==> src/rtl/percep_pkg.sv <==
// Shared constants and state encoding for the perceptron memory loader.
package percep_pkg;

    localparam int MEM_WIDTH_YDX = 17;
    localparam int MEM_ADDR_YDX  = 7;
    localparam int MEM_ADDR_WGHT = 3;
    localparam int INFER_NUM     = 20;
    localparam int ATTR          = 5;
    localparam int FP_WIDTH      = 16;
    localparam int YDX_WORDS     = INFER_NUM * ATTR;

    typedef enum logic [2:0] {
        IDLE    = 3'd0,
        LD_WGHT = 3'd1,
        LD_YDX  = 3'd2,
        CHK     = 3'd3,
        DONE    = 3'd4
    } state_t;

endpackage

==> src/rtl/percep_ld_csum.sv <==
// Modulo-2^17 running sum of loaded data words, compared against the trailer word.
// Only instantiated in builds with LOAD_CSUM_EN defined.
module percep_ld_csum
    import percep_pkg::*;
(
    input  logic                     clk,
    input  logic                     rst,
    input  logic                     clr_i,
    input  logic                     en_i,
    input  logic [MEM_WIDTH_YDX-1:0] din_i,
    input  logic [MEM_WIDTH_YDX-1:0] cmp_i,
    output logic                     match_o
);

    logic [MEM_WIDTH_YDX-1:0] sum_q, sum_d;

    // Next sum: clear wins over accumulate; the add wraps naturally at 17 bits.
    always_comb begin
        sum_d = sum_q;
        if (clr_i) begin
            sum_d = '0;
        end else if (en_i) begin
            sum_d = sum_q + din_i;
        end
    end

    // Accumulator register.
    always_ff @(posedge clk) begin
        if (rst) begin
            sum_q <= '0;
        end else begin
            sum_q <= sum_d;
        end
    end

    assign match_o = (sum_q == cmp_i);

endmodule

==> src/rtl/percep_mem_loader.sv <==
// Stream-to-memory loader: writes ATTR weight words then YDX_WORDS ydx words,
// then raises load_done. Optional trailer checksum under LOAD_CSUM_EN.
//
// state   | meaning
// IDLE    | waiting for the first load_start
// LD_WGHT | accepting weight words w0..w(ATTR-1)
// LD_YDX  | accepting ydx words 0..YDX_WORDS-1
// CHK     | accepting the checksum trailer (LOAD_CSUM_EN only)
// DONE    | image complete, waiting for load_start
module percep_mem_loader
    import percep_pkg::*;
(
    input  logic                     clk,
    input  logic                     rst,
    input  logic                     load_start,
    input  logic [MEM_WIDTH_YDX-1:0] s_data,
    input  logic                     s_valid,
    output logic                     s_ready,
    output logic                     mem_cs_ydx,
    output logic                     mem_we_ydx,
    output logic                     mem_oe_ydx,
    output logic [MEM_ADDR_YDX-1:0]  d_addr_ydx,
    output logic                     mem_cs_wght,
    output logic                     mem_we_wght,
    output logic                     mem_oe_wght,
    output logic [MEM_ADDR_WGHT-1:0] d_addr_wght,
    output logic [MEM_WIDTH_YDX-1:0] d_mem_in,
    output logic                     load_done,
    output logic                     load_err
);

    localparam logic [MEM_ADDR_WGHT-1:0] WGHT_LAST = MEM_ADDR_WGHT'(ATTR - 1);
    localparam logic [MEM_ADDR_YDX-1:0]  YDX_LAST  = MEM_ADDR_YDX'(YDX_WORDS - 1);

    state_t                   state_q, state_d;
    logic [MEM_ADDR_WGHT-1:0] wght_cnt_q, wght_cnt_d;
    logic [MEM_ADDR_YDX-1:0]  ydx_cnt_q, ydx_cnt_d;
    logic                     wr_wght_q, wr_wght_d;
    logic                     wr_ydx_q, wr_ydx_d;
    logic [MEM_ADDR_WGHT-1:0] addr_wght_q, addr_wght_d;
    logic [MEM_ADDR_YDX-1:0]  addr_ydx_q, addr_ydx_d;
    logic [MEM_WIDTH_YDX-1:0] data_q, data_d;
    logic                     done_q, done_d;
    logic                     busy;
    logic                     accept;

    assign busy    = (state_q == LD_WGHT) || (state_q == LD_YDX) || (state_q == CHK);
    // The load_start cycle never accepts a word, so a restart begins cleanly.
    assign s_ready = busy && !load_start && !rst;
    assign accept  = s_valid && s_ready;

`ifdef LOAD_CSUM_EN
    logic err_q, err_d;
    logic csum_clr;
    logic csum_match;

    percep_ld_csum u_csum (
        .clk     (clk),
        .rst     (rst),
        .clr_i   (csum_clr),
        .en_i    (accept && ((state_q == LD_WGHT) || (state_q == LD_YDX))),
        .din_i   (s_data),
        .cmp_i   (s_data),
        .match_o (csum_match)
    );
`endif

    // Next-state, address counters and registered write strobes.
    always_comb begin
        state_d     = state_q;
        wght_cnt_d  = wght_cnt_q;
        ydx_cnt_d   = ydx_cnt_q;
        wr_wght_d   = 1'b0;
        wr_ydx_d    = 1'b0;
        addr_wght_d = addr_wght_q;
        addr_ydx_d  = addr_ydx_q;
        data_d      = data_q;
        done_d      = done_q;
`ifdef LOAD_CSUM_EN
        err_d       = err_q;
        csum_clr    = 1'b0;
`endif
        if (load_start) begin
            state_d    = LD_WGHT;
            wght_cnt_d = '0;
            ydx_cnt_d  = '0;
            done_d     = 1'b0;
`ifdef LOAD_CSUM_EN
            err_d      = 1'b0;
            csum_clr   = 1'b1;
`endif
        end else begin
            case (state_q)
                LD_WGHT: begin
                    if (accept) begin
                        wr_wght_d   = 1'b1;
                        addr_wght_d = wght_cnt_q;
                        data_d      = s_data;
                        if (wght_cnt_q == WGHT_LAST) begin
                            state_d = LD_YDX;
                        end else begin
                            wght_cnt_d = wght_cnt_q + MEM_ADDR_WGHT'(1);
                        end
                    end
                end
                LD_YDX: begin
                    if (accept) begin
                        wr_ydx_d   = 1'b1;
                        addr_ydx_d = ydx_cnt_q;
                        data_d     = s_data;
                        if (ydx_cnt_q == YDX_LAST) begin
`ifdef LOAD_CSUM_EN
                            state_d = CHK;
`else
                            state_d = DONE;
`endif
                        end else begin
                            ydx_cnt_d = ydx_cnt_q + MEM_ADDR_YDX'(1);
                        end
                    end
                end
                CHK: begin
`ifdef LOAD_CSUM_EN
                    // Trailer is compared, never written.
                    if (accept) begin
                        state_d = DONE;
                        done_d  = csum_match;
                        err_d   = !csum_match;
                    end
`endif
                end
                DONE: begin
`ifndef LOAD_CSUM_EN
                    // One cycle after entry, so done trails the last write strobe.
                    done_d = 1'b1;
`endif
                end
                default: ;
            endcase
        end
    end

    // State and output registers; synchronous reset abandons any partial load.
    always_ff @(posedge clk) begin
        if (rst) begin
            state_q     <= IDLE;
            wght_cnt_q  <= '0;
            ydx_cnt_q   <= '0;
            wr_wght_q   <= 1'b0;
            wr_ydx_q    <= 1'b0;
            addr_wght_q <= '0;
            addr_ydx_q  <= '0;
            data_q      <= '0;
            done_q      <= 1'b0;
        end else begin
            state_q     <= state_d;
            wght_cnt_q  <= wght_cnt_d;
            ydx_cnt_q   <= ydx_cnt_d;
            wr_wght_q   <= wr_wght_d;
            wr_ydx_q    <= wr_ydx_d;
            addr_wght_q <= addr_wght_d;
            addr_ydx_q  <= addr_ydx_d;
            data_q      <= data_d;
            done_q      <= done_d;
        end
    end

`ifdef LOAD_CSUM_EN
    // Error flag register.
    always_ff @(posedge clk) begin
        if (rst) begin
            err_q <= 1'b0;
        end else begin
            err_q <= err_d;
        end
    end
    assign load_err = err_q;
`else
    assign load_err = 1'b0;
`endif

    assign mem_cs_wght = wr_wght_q;
    assign mem_we_wght = wr_wght_q;
    assign mem_oe_wght = 1'b0;
    assign d_addr_wght = addr_wght_q;
    assign mem_cs_ydx  = wr_ydx_q;
    assign mem_we_ydx  = wr_ydx_q;
    assign mem_oe_ydx  = 1'b0;
    assign d_addr_ydx  = addr_ydx_q;
    assign d_mem_in    = data_q;
    assign load_done   = done_q;

endmodule

==> config.mk <==
export PLATFORM = sky130hd
export DESIGN_NAME = percep_mem_loader
export DESIGN_NICKNAME = d
export VERILOG_FILES = /design/src/rtl/percep_pkg.sv /design/src/rtl/percep_ld_csum.sv /design/src/rtl/percep_mem_loader.sv
export SDC_FILE = /design/constraint.sdc
export NUM_CORES = 1
export LEC_CHECK = 0
export CAP_MARGIN = 20
export CORE_MARGIN = 2
export CORE_UTILIZATION = 41
export CTS_CLUSTER_DIAMETER = 100
export DETAILED_ROUTE_END_ITERATION = 8
export HOLD_SLACK_MARGIN = 0.02
export PLACE_DENSITY = 0.75
export SLEW_MARGIN = 10
export SYNTH_ARGS = -nofsm -noshare
export SYNTH_HDL_FRONTEND = slang
export SYNTH_HIERARCHICAL = 1
export SYNTH_SLANG_ARGS = --single-unit
==> constraint.sdc <==
create_clock -name clk -period 1.39 [get_ports clk]
set_input_delay 0.139 -clock clk [delete_from_list [all_inputs] [get_ports clk]]
set_output_delay 0.139 -clock clk [all_outputs]
set_load 0.02 [all_outputs]
* Word-level counts from Yosys, hierarchy flattened
Index checks and enable logic that the tools add are counted.
Word-level totals: output and inout port bits 36, register bits 43, word-level logic and storage cells 58, input bits 21
Cells by class: reductions and logical operators 20, add/sub/neg operators 2, equal/unequal tests 14, multiplexer cells 7, bitwise logic cells 5
Operators with widths (number):
- $reduce_and A3 Y1 | 5
- $mux W3 | 4
- $reduce_and A5 Y1 | 2
- $add A7 B1 Y7 const B | 1
- $eq A7 B7 Y1 const B | 1
- $eq A3 B2 Y1 const B | 2
- $eq A3 B3 Y1 const B | 2
- $ne A3 B2 Y1 const B | 2
- $ne A3 B3 Y1 const B | 2
- $pmux W3 S2 | 1
- $reduce_or A3 Y1 | 2
- $not A1 Y1 | 5
- $ne A2 B1 Y1 const B | 2
- $ne A2 B2 Y1 const B | 2
- $reduce_or A2 Y1 | 2
- $add A3 B1 Y3 const B | 1
- $eq A3 B1 Y1 const B | 1
- $logic_and A1 B1 Y1 | 3
- $reduce_bool A3 Y1 | 1
- $logic_not A1 Y1 | 2
- $logic_or A1 B1 Y1 | 2
- $mux W1 | 2
- $reduce_bool A2 Y1 | 1

* Longest topological paths before layout
Gate-level depths: netlist of the first run.
depth after elaboration 9, mapped depth 6

* Least setup slack after synthesis of the first run
Ideal clock, no wire load.
kind register -> register, from register ydx_cnt_q[0], to register ydx_cnt_q[2], required time 1.274 ns, arrival time 1.367 ns, slack -0.093 ns, buffers on the path 0, period minus slack after synthesis 1.483 ns, cell stages (with the launch flop) 6, path through dfxtp_1 -> ha_1 -> nand4b_1 -> nor3_1 -> nor4b_1 -> a31o_2
On the way: cells in the longest elaborated chain, start to end 3, elaborated cells between the ends (all ways) 4, classes of those cells 1 x add/sub; 1 x eq/ne; 1 x bitwise; 1 x reduce/logical
RTL lines:
- start, declared | RTL line percep_mem_loader.sv:37 | logic [MEM_ADDR_YDX-1:0] ydx_cnt_q, ydx_cnt_d;
- start signal, assigned | RTL line percep_mem_loader.sv:158 | ydx_cnt_q <= ydx_cnt_d;
- parallel branches: the longest is 3 deep, another holds $add A7 B1 Y7
Several ways; the timed one is not identified. A chain may end at the register's enable or synchronous reset.

* Worst setup path after layout of the first run
from register state_q[2], to register data_q[16], in the netlist d_mem_in[16]
On the way: cells in the longest elaborated chain, start to end 7, elaborated cells between the ends (all ways) 10, classes of those cells 3 x eq/ne; 7 x reduce/logical
RTL lines:
- start, declared | RTL line percep_mem_loader.sv:35 | state_t state_q, state_d;
- start signal, assigned | RTL line percep_mem_loader.sv:156 | state_q <= state_d;
- $eq A3 B1 Y1 / $eq A3 B2 Y1 (equally long branches) | RTL line percep_mem_loader.sv:47, percep_mem_loader.sv:93
- $logic_or A1 B1 Y1 (2 in a row) | RTL line percep_mem_loader.sv:47 | assign busy = (state_q == LD_WGHT) || (state_q == LD_YDX) || (state_q == CHK);
- $logic_and A1 B1 Y1 (2 in a row) | RTL line percep_mem_loader.sv:49 | assign s_ready = busy && !load_start && !rst;
- $logic_and A1 B1 Y1 | RTL line percep_mem_loader.sv:50 | assign accept = s_valid && s_ready;
- $reduce_and A3 Y1 (no line) (*)
- end signal, assigned | RTL line percep_mem_loader.sv:163 | data_q <= data_d;
- end, declared | RTL line percep_mem_loader.sv:42 | logic [MEM_WIDTH_YDX-1:0] data_q, data_d;
Mark *: on every way between the ends. The rest lies on a longest branch, timed or not.

==> impl_metrics.env, run 1 <==
export IMPL_async_flop_share_pct=0
export IMPL_fin_cells=303
export IMPL_drt_wl_total_mm=3.840
export IMPL_first_pass_iters=4
export IMPL_clock_path_buffers=2
export IMPL_finalCriticalPeriod_ps=1388
export IMPL_cts_tree="yes"
export IMPL_drc=0
export IMPL_netlist_area_um2=1742
export IMPL_p_per_area_nw_per_um2=849.2
export IMPL_timing_final_crit_share_pct=99.85
export IMPL_status="finished, final reports clean"
export IMPL_path_buf_inv=2
export IMPL_synth_warnings=6
export IMPL_ys_flop_type="dfxtp_1"
export IMPL_drive_above_1_share_pct=18.97
export IMPL_core_um2=4058
export IMPL_cts_root_buf="clkbuf_8"
export IMPL_synthCells=181
export IMPL_worst_endpoint_required_ps=1570
export IMPL_hold_path_class="input port to flop"
export IMPL_dpl_hpwl_mm=2.549
export IMPL_grt_pass1_wl_mm=6.458
export IMPL_crit_slowest_cell="dfxtp_4"
export IMPL_die_h_um=69.18
export IMPL_fillCellCount=339
export IMPL_insertedDiodeCount=0
export IMPL_power_leakage_nw=1.599
export IMPL_synth_edf_count=0
export IMPL_finalPower_mw=2.235
export IMPL_overflow=0
export IMPL_nets=276
export IMPL_num_vias=1473
export IMPL_ios=57
export IMPL_die_x_um=69.18
export IMPL_fin_skew_ps=2.453
export IMPL_synth_area_per_cell_um2=9.622
export IMPL_postCtsHoldBufs=0
export IMPL_cts_sinks=43
export IMPL_setup_slack_ps=2.155
export IMPL_fmax_mhz=720.5
export IMPL_ant_nets=0
export IMPL_max_stage_delay_ps=360
export IMPL_fp_row_count=23
export IMPL_synth_cell_types=38
export IMPL_track_usage_pct=17.03
export IMPL_worstSetupPathType="flop to flop"
export IMPL_setup_violations_final=0
export IMPL_arrival_ps=1570
export IMPL_yosys_register_bits=43
export IMPL_start_util_pct=42.92
export IMPL_end_kind="flop"
export IMPL_place_ws_ps=-447.0
export IMPL_antenna_found_initial=0
export IMPL_via_per_inst=4.861
export IMPL_finalInstanceArea_um2=2631
export IMPL_yosysSeqAreaShare_pct=49.43
export IMPL_avgRoutedWirePerCell_um=12.67
export IMPL_crit_chain="nor4b_4, buf_4, o21ai_4, buf_8, mux2i_2, nor2_1"
export IMPL_rsz0062_at_grt="true"
export IMPL_syn2layout_area_growth_pct=51.08
export IMPL_drv_cap=0
export IMPL_hold_violations=0
export IMPL_clk_pin_slew_ps=80
export IMPL_gp_congestion=0.7833
export IMPL_critPathMaxFanout=8
export IMPL_clkLatencyLatePin_ps=290
export IMPL_grt_max_degree=30
export IMPL_peakVddDrop_mv=0.5974
export IMPL_maxSlewViolCount=0
export IMPL_cts_buffers=5
export IMPL_place_port_buffers=53
export IMPL_die_area_um2=4785
export IMPL_place_inst=293
export IMPL_grt_pass1_vias=1448
export IMPL_cts_htree_levels=2
export IMPL_placed_cell_area_um2=2415
export IMPL_crit_family="flip-flops"
export IMPL_drtIter0Drc=85
export IMPL_startpoint_type="flop"
## repair_timing
| item | CTS | global route |
|---|---|---|
| endpoints found under the setup margin | 37 | 56 |
| gates cloned | 2 | 0 |
| setup buffers | 4 | 1 |
| hold endpoints to repair | 0 | 0 |
| pin swaps | 4 | 8 |
| gates resized for setup | 25 | 36 |
## routing by layer
metal	wire, µm	track usage, %
met4	88	9.150
met5	0	0
met1	1733	19.13
met3	166	4.070
met2	1851	29.59
## Yosys cell counts (2+ instances only)
cell / number / area [µm²]
nand4_1: 5 / 31.28
nor3_1: 2 / 10.01
dfxtp_1: 43 / 860.8
mux2i_1: 21 / 210.2
inv_1: 2 / 7.510
nand2_1: 17 / 63.81
nor2b_1: 3 / 18.77
xor2_1: 5 / 43.79
buf_4: 7 / 52.55
clkbuf_1: 4 / 15.01
nor2_1: 32 / 120.1
and2_1: 2 / 12.51
ha_1: 3 / 37.54
a21oi_1: 11 / 55.05
## stage by stage
step | hold WS (ps) | TNS [ps] | utilization, %
floorplan | 282.9 | -232.4 | -
global placement | 441.5 | -12470 | 59.51
detailed placement | 447.5 | -12850 | 59.51
CTS | 404.7 | -297.7 | 64.45
global route | 443.9 | -1186 | 64.85
finish | 393.3 | 0 | 64.85
## worst reg2reg max path, delay by kind of cell, from the launching register on
kind / cells / cell delay [ps]
and+or+nand+nor: 2 / 310
muxes: 1 / 170
buffers and inverters: 2 / 340
DFF: 1 / 360
AOI/OAI and AO/OA: 1 / 90
## sequential cells by signal, summed over array words and instances, names as in the netlist
| name | flops |
|---|---|
| d_mem_in | 17 |
| state_q | 3 |
| load_done | 1 |
| ydx_cnt_q | 7 |
| d_addr_wght | 3 |
| mem_cs_wght | 1 |
| d_addr_ydx | 7 |
| wght_cnt_q | 3 |
| mem_cs_ydx | 1 |
## cells in the final DEF (no fill, tap or decap), types with 3 or more instances in the layout
cell type,count
a21oi_1,10
clkbuf_8,5
mux2i_1,19
conb_1,3
nand4_1,5
dlygate4sd2_1,8
nand2_1,17
ha_1,3
clkdlybuf4s50_1,18
buf_6,3
buf_4,18
dfxtp_2,3
dfxtp_1,39
dlymetal6s2s_1,26
xor2_1,5
nor2_1,32
## report_power, final
part           switching [mW]  leakage (nW)  internal [mW]  total [mW]
clock network           0.411        0.0422          0.353       0.764
registers              0.0103         0.349           1.24        1.25
logic                  0.0974          1.21          0.120       0.218
## layout make-up
cell class	instances	area (µm²)	area share, %
repair buffers	76	789.5	30.00
well taps	50	62.56	2.378
clock inverters	1	5.005	0.1902
multi-input cells	123	818.3	31.10
clock buffers	7	76.32	2.901
flip-flops and latches	43	868.3	33.00
inverters	3	11.26	0.4280
## final timing paths
kind                               startpoint       endpoint  slack (ps)  cells after the start
worst max register to register     state_q[2]   d_mem_in[16]           2                      6
worst min-delay path               load_start     state_q[0]         390                      4
worst min register to register  d_addr_ydx[3]  d_addr_ydx[3]         460                      2
worst max-delay path               state_q[2]   d_mem_in[16]           2                      6
## cells by family (layout without fill, tap and decap cells)
kind of cell | count (synthesis) | in the layout | share of synthesized area [%]
AO/OA/AOI/OAI | 18 | 18 | 6.250
XOR/XNOR | 6 | 6 | 3.017
adder cells (fa/ha/maj) | 3 | 3 | 2.155
buffers and inverters | 17 | 87 | 6.609
flip-flops | 43 | 43 | 49.43
multiplexers | 21 | 21 | 12.07
other | 1 | 3 | 0.2153
AND/OR/NAND/NOR | 72 | 72 | 20.26
No activity file was read; power rests on OpenSTA's default activity.
==> run 2, diff against run 1 <==
--- a/config.mk
+++ b/config.mk
@@ -12,6 +12,7 @@
 export DETAILED_ROUTE_END_ITERATION = 8
 export HOLD_SLACK_MARGIN = 0.02
 export PLACE_DENSITY = 0.75
+export SKIP_CTS_REPAIR_TIMING = 1
 export SLEW_MARGIN = 10
 export SYNTH_ARGS = -nofsm -noshare
 export SYNTH_HDL_FRONTEND = slang
==> run 2 against run 1 <==
Clock skew increased by 1.2 ps. Wire length increased by 1.4%. Cell count increased by 0.33%. Sequential share of layout area decreased by 0.88 points. Sequential power about the same. Global-route usage decreased by 1.0 points. Count of clock-buffer cells in the layout unchanged. Worst hold slack got worse by 110 ps. Critical path type unchanged. Largest cell class unchanged.
==> impl_metrics.env, run 2 (synthesis results as in run 1) <==
export IMPL_hold_violations=0
export IMPL_track_usage_pct=16.00
export IMPL_num_vias=1475
export IMPL_first_pass_iters=4
export IMPL_cts_buffers=5
export IMPL_power_switching_mw=0.5222
export IMPL_setup_violations_final=0
export IMPL_drtIter0Drc=68
export IMPL_start_util_pct=42.92
export IMPL_drc=0
export IMPL_grt_pass1_vias=1375
export IMPL_finalPower_mw=2.241
export IMPL_place_inst=293
export IMPL_antenna_found_initial=0
export IMPL_startpoint_type="flop"
export IMPL_finalSetupTns_ps=0
export IMPL_finalCriticalPeriod_ps=1382
export IMPL_grt_pass1_wl_mm=6.085
export IMPL_fp_row_count=23
export IMPL_worst_endpoint_required_ps=1620
export IMPL_path_buf_inv=3
export IMPL_drive_above_1_share_pct=20.47
export IMPL_clk_pin_slew_ps=70
export IMPL_critPathMaxFanout=6
export IMPL_nets=277
export IMPL_hold_path_class="input port to flop"
export IMPL_cts_htree_levels=2
export IMPL_drt_wl_total_mm=3.893
export IMPL_worstSetupPathType="flop to flop"
export IMPL_gp_congestion=0.7833
export IMPL_timing_final_crit_share_pct=99.44
export IMPL_largest_reg_flops=17
export IMPL_insertedDiodeCount=0
export IMPL_p_seq_share_pct=55.8
export IMPL_die_h_um=69.18
export IMPL_ios=57
export IMPL_crit_slowest_cell="dfxtp_4"
export IMPL_crit_chain="nor4b_4, buf_4, nand2_2, inv_2, buf_4, nand3b_1, a21oi_1"
export IMPL_power_leakage_nw=1.713
export IMPL_status="finished, final reports clean"
export IMPL_place_port_buffers=53
export IMPL_cts_tree="yes"
export IMPL_fin_cells=304
export IMPL_syn2layout_area_growth_pct=55.89
export IMPL_end_kind="flop"
export IMPL_fin_skew_ps=3.675
export IMPL_p_comb_share_pct=10.0
export IMPL_maxSlewViolCount=0
export IMPL_rsz0062_at_grt="true"
export IMPL_crit_top_cell="buf_4"
export IMPL_core_um2=4058
export IMPL_fmax_mhz=723.5
export IMPL_overflow=0
export IMPL_die_x_um=69.18
export IMPL_p_int_mw=1.719
export IMPL_clockPowerShare_pct=34.2
export IMPL_netSwitchingFraction_pct=23.30
export IMPL_grt_max_degree=30
export IMPL_cts_root_buf="clkbuf_8"
export IMPL_arrival_ps=1610
export IMPL_die_area_um2=4785
export IMPL_cts_sinks=43
export IMPL_clock_path_buffers=2
export IMPL_peakVddDrop_mv=0.5770
export IMPL_p_per_area_nw_per_um2=825.5
export IMPL_via_per_inst=4.852
export IMPL_dpl_hpwl_mm=2.549
export IMPL_drv_cap=0
export IMPL_avgRoutedWirePerCell_um=12.81
export IMPL_max_stage_delay_ps=360
export IMPL_crit_family="simple AND/OR/NAND/NOR gates"
export IMPL_ant_nets=0
export IMPL_finish_utilization_pct=66.91
export IMPL_clkLatencyLatePin_ps=300
export IMPL_final_cell_mix="38 x dfxtp_1, 34 x dlymetal6s2s_1, 32 x nor2_1"
export IMPL_final_common_cell="dfxtp_1"
==> run 2: path summary, 6_finish.rpt <==
| check | start | end | slack, ps | cells after the start |
|---|---|---|---|---|
| min | load_start | state_q[0] | 280 | 4 |
| max | state_q[2] | ydx_cnt_q[1] | 8 | 7 |
| max reg2reg | state_q[2] | ydx_cnt_q[1] | 8 | 7 |
| min reg2reg | d_addr_ydx[3] | d_addr_ydx[3] | 460 | 2 |
==> run 2: layout make-up <==
cell class              instances  area, µm²
fillers                       325       1343
well taps                      50      62.56
clock inverters                 1      5.005
multi-input cells             123      838.3
clock buffers                   7      76.32
flip-flops and latches         43      872.1
inverters                       3      11.26
repair buffers                 77      849.6
==> run 2: worst register-to-register path, delay by kind of cell, from the launching register on <==
family / cells / cell delay [ps]
compound gates: 1 / 140
flops: 1 / 360
simple gates: 3 / 420
buf+inv: 3 / 390
==> run 2: per-layer routing <==
layer | up-vias | wire [µm] | part of all wire [%] | global-route usage [%]
li1 | 743 | - | - | -
met1 | 685 | 1749 | 45 | 18.62
met2 | 37 | 1855 | 48 | 26.71
met3 | 10 | 173 | 4.4 | 3.924
met4 | 0 | 115 | 3.0 | 9.150
met5 | - | 0 | 0 | 0
==> run 2: power by group through the flow <==
stage	clock, mW	sequential [mW]	combinational, mW
final	0.766	1.25	0.225
after detailed placement	0	1.28	0.211
after global routing	0.855	1.25	0.242
after floorplan	0	1.29	0.0881
after CTS	0.775	1.25	0.213
after global placement	0	1.28	0.209
==> run 2: per-stage QoR <==
step                      instance area (µm²)  hold WS, ps  setup slack (ps)
after floorplan                          1755        282.9            -23.24
after detailed placement                 2415        447.5            -447.0
after global routing                     2715        329.1            -110.0
final                                    2715        278.7             7.791
after global placement                   2415        441.5            -456.8
after CTS                                2496        440.4            -469.4
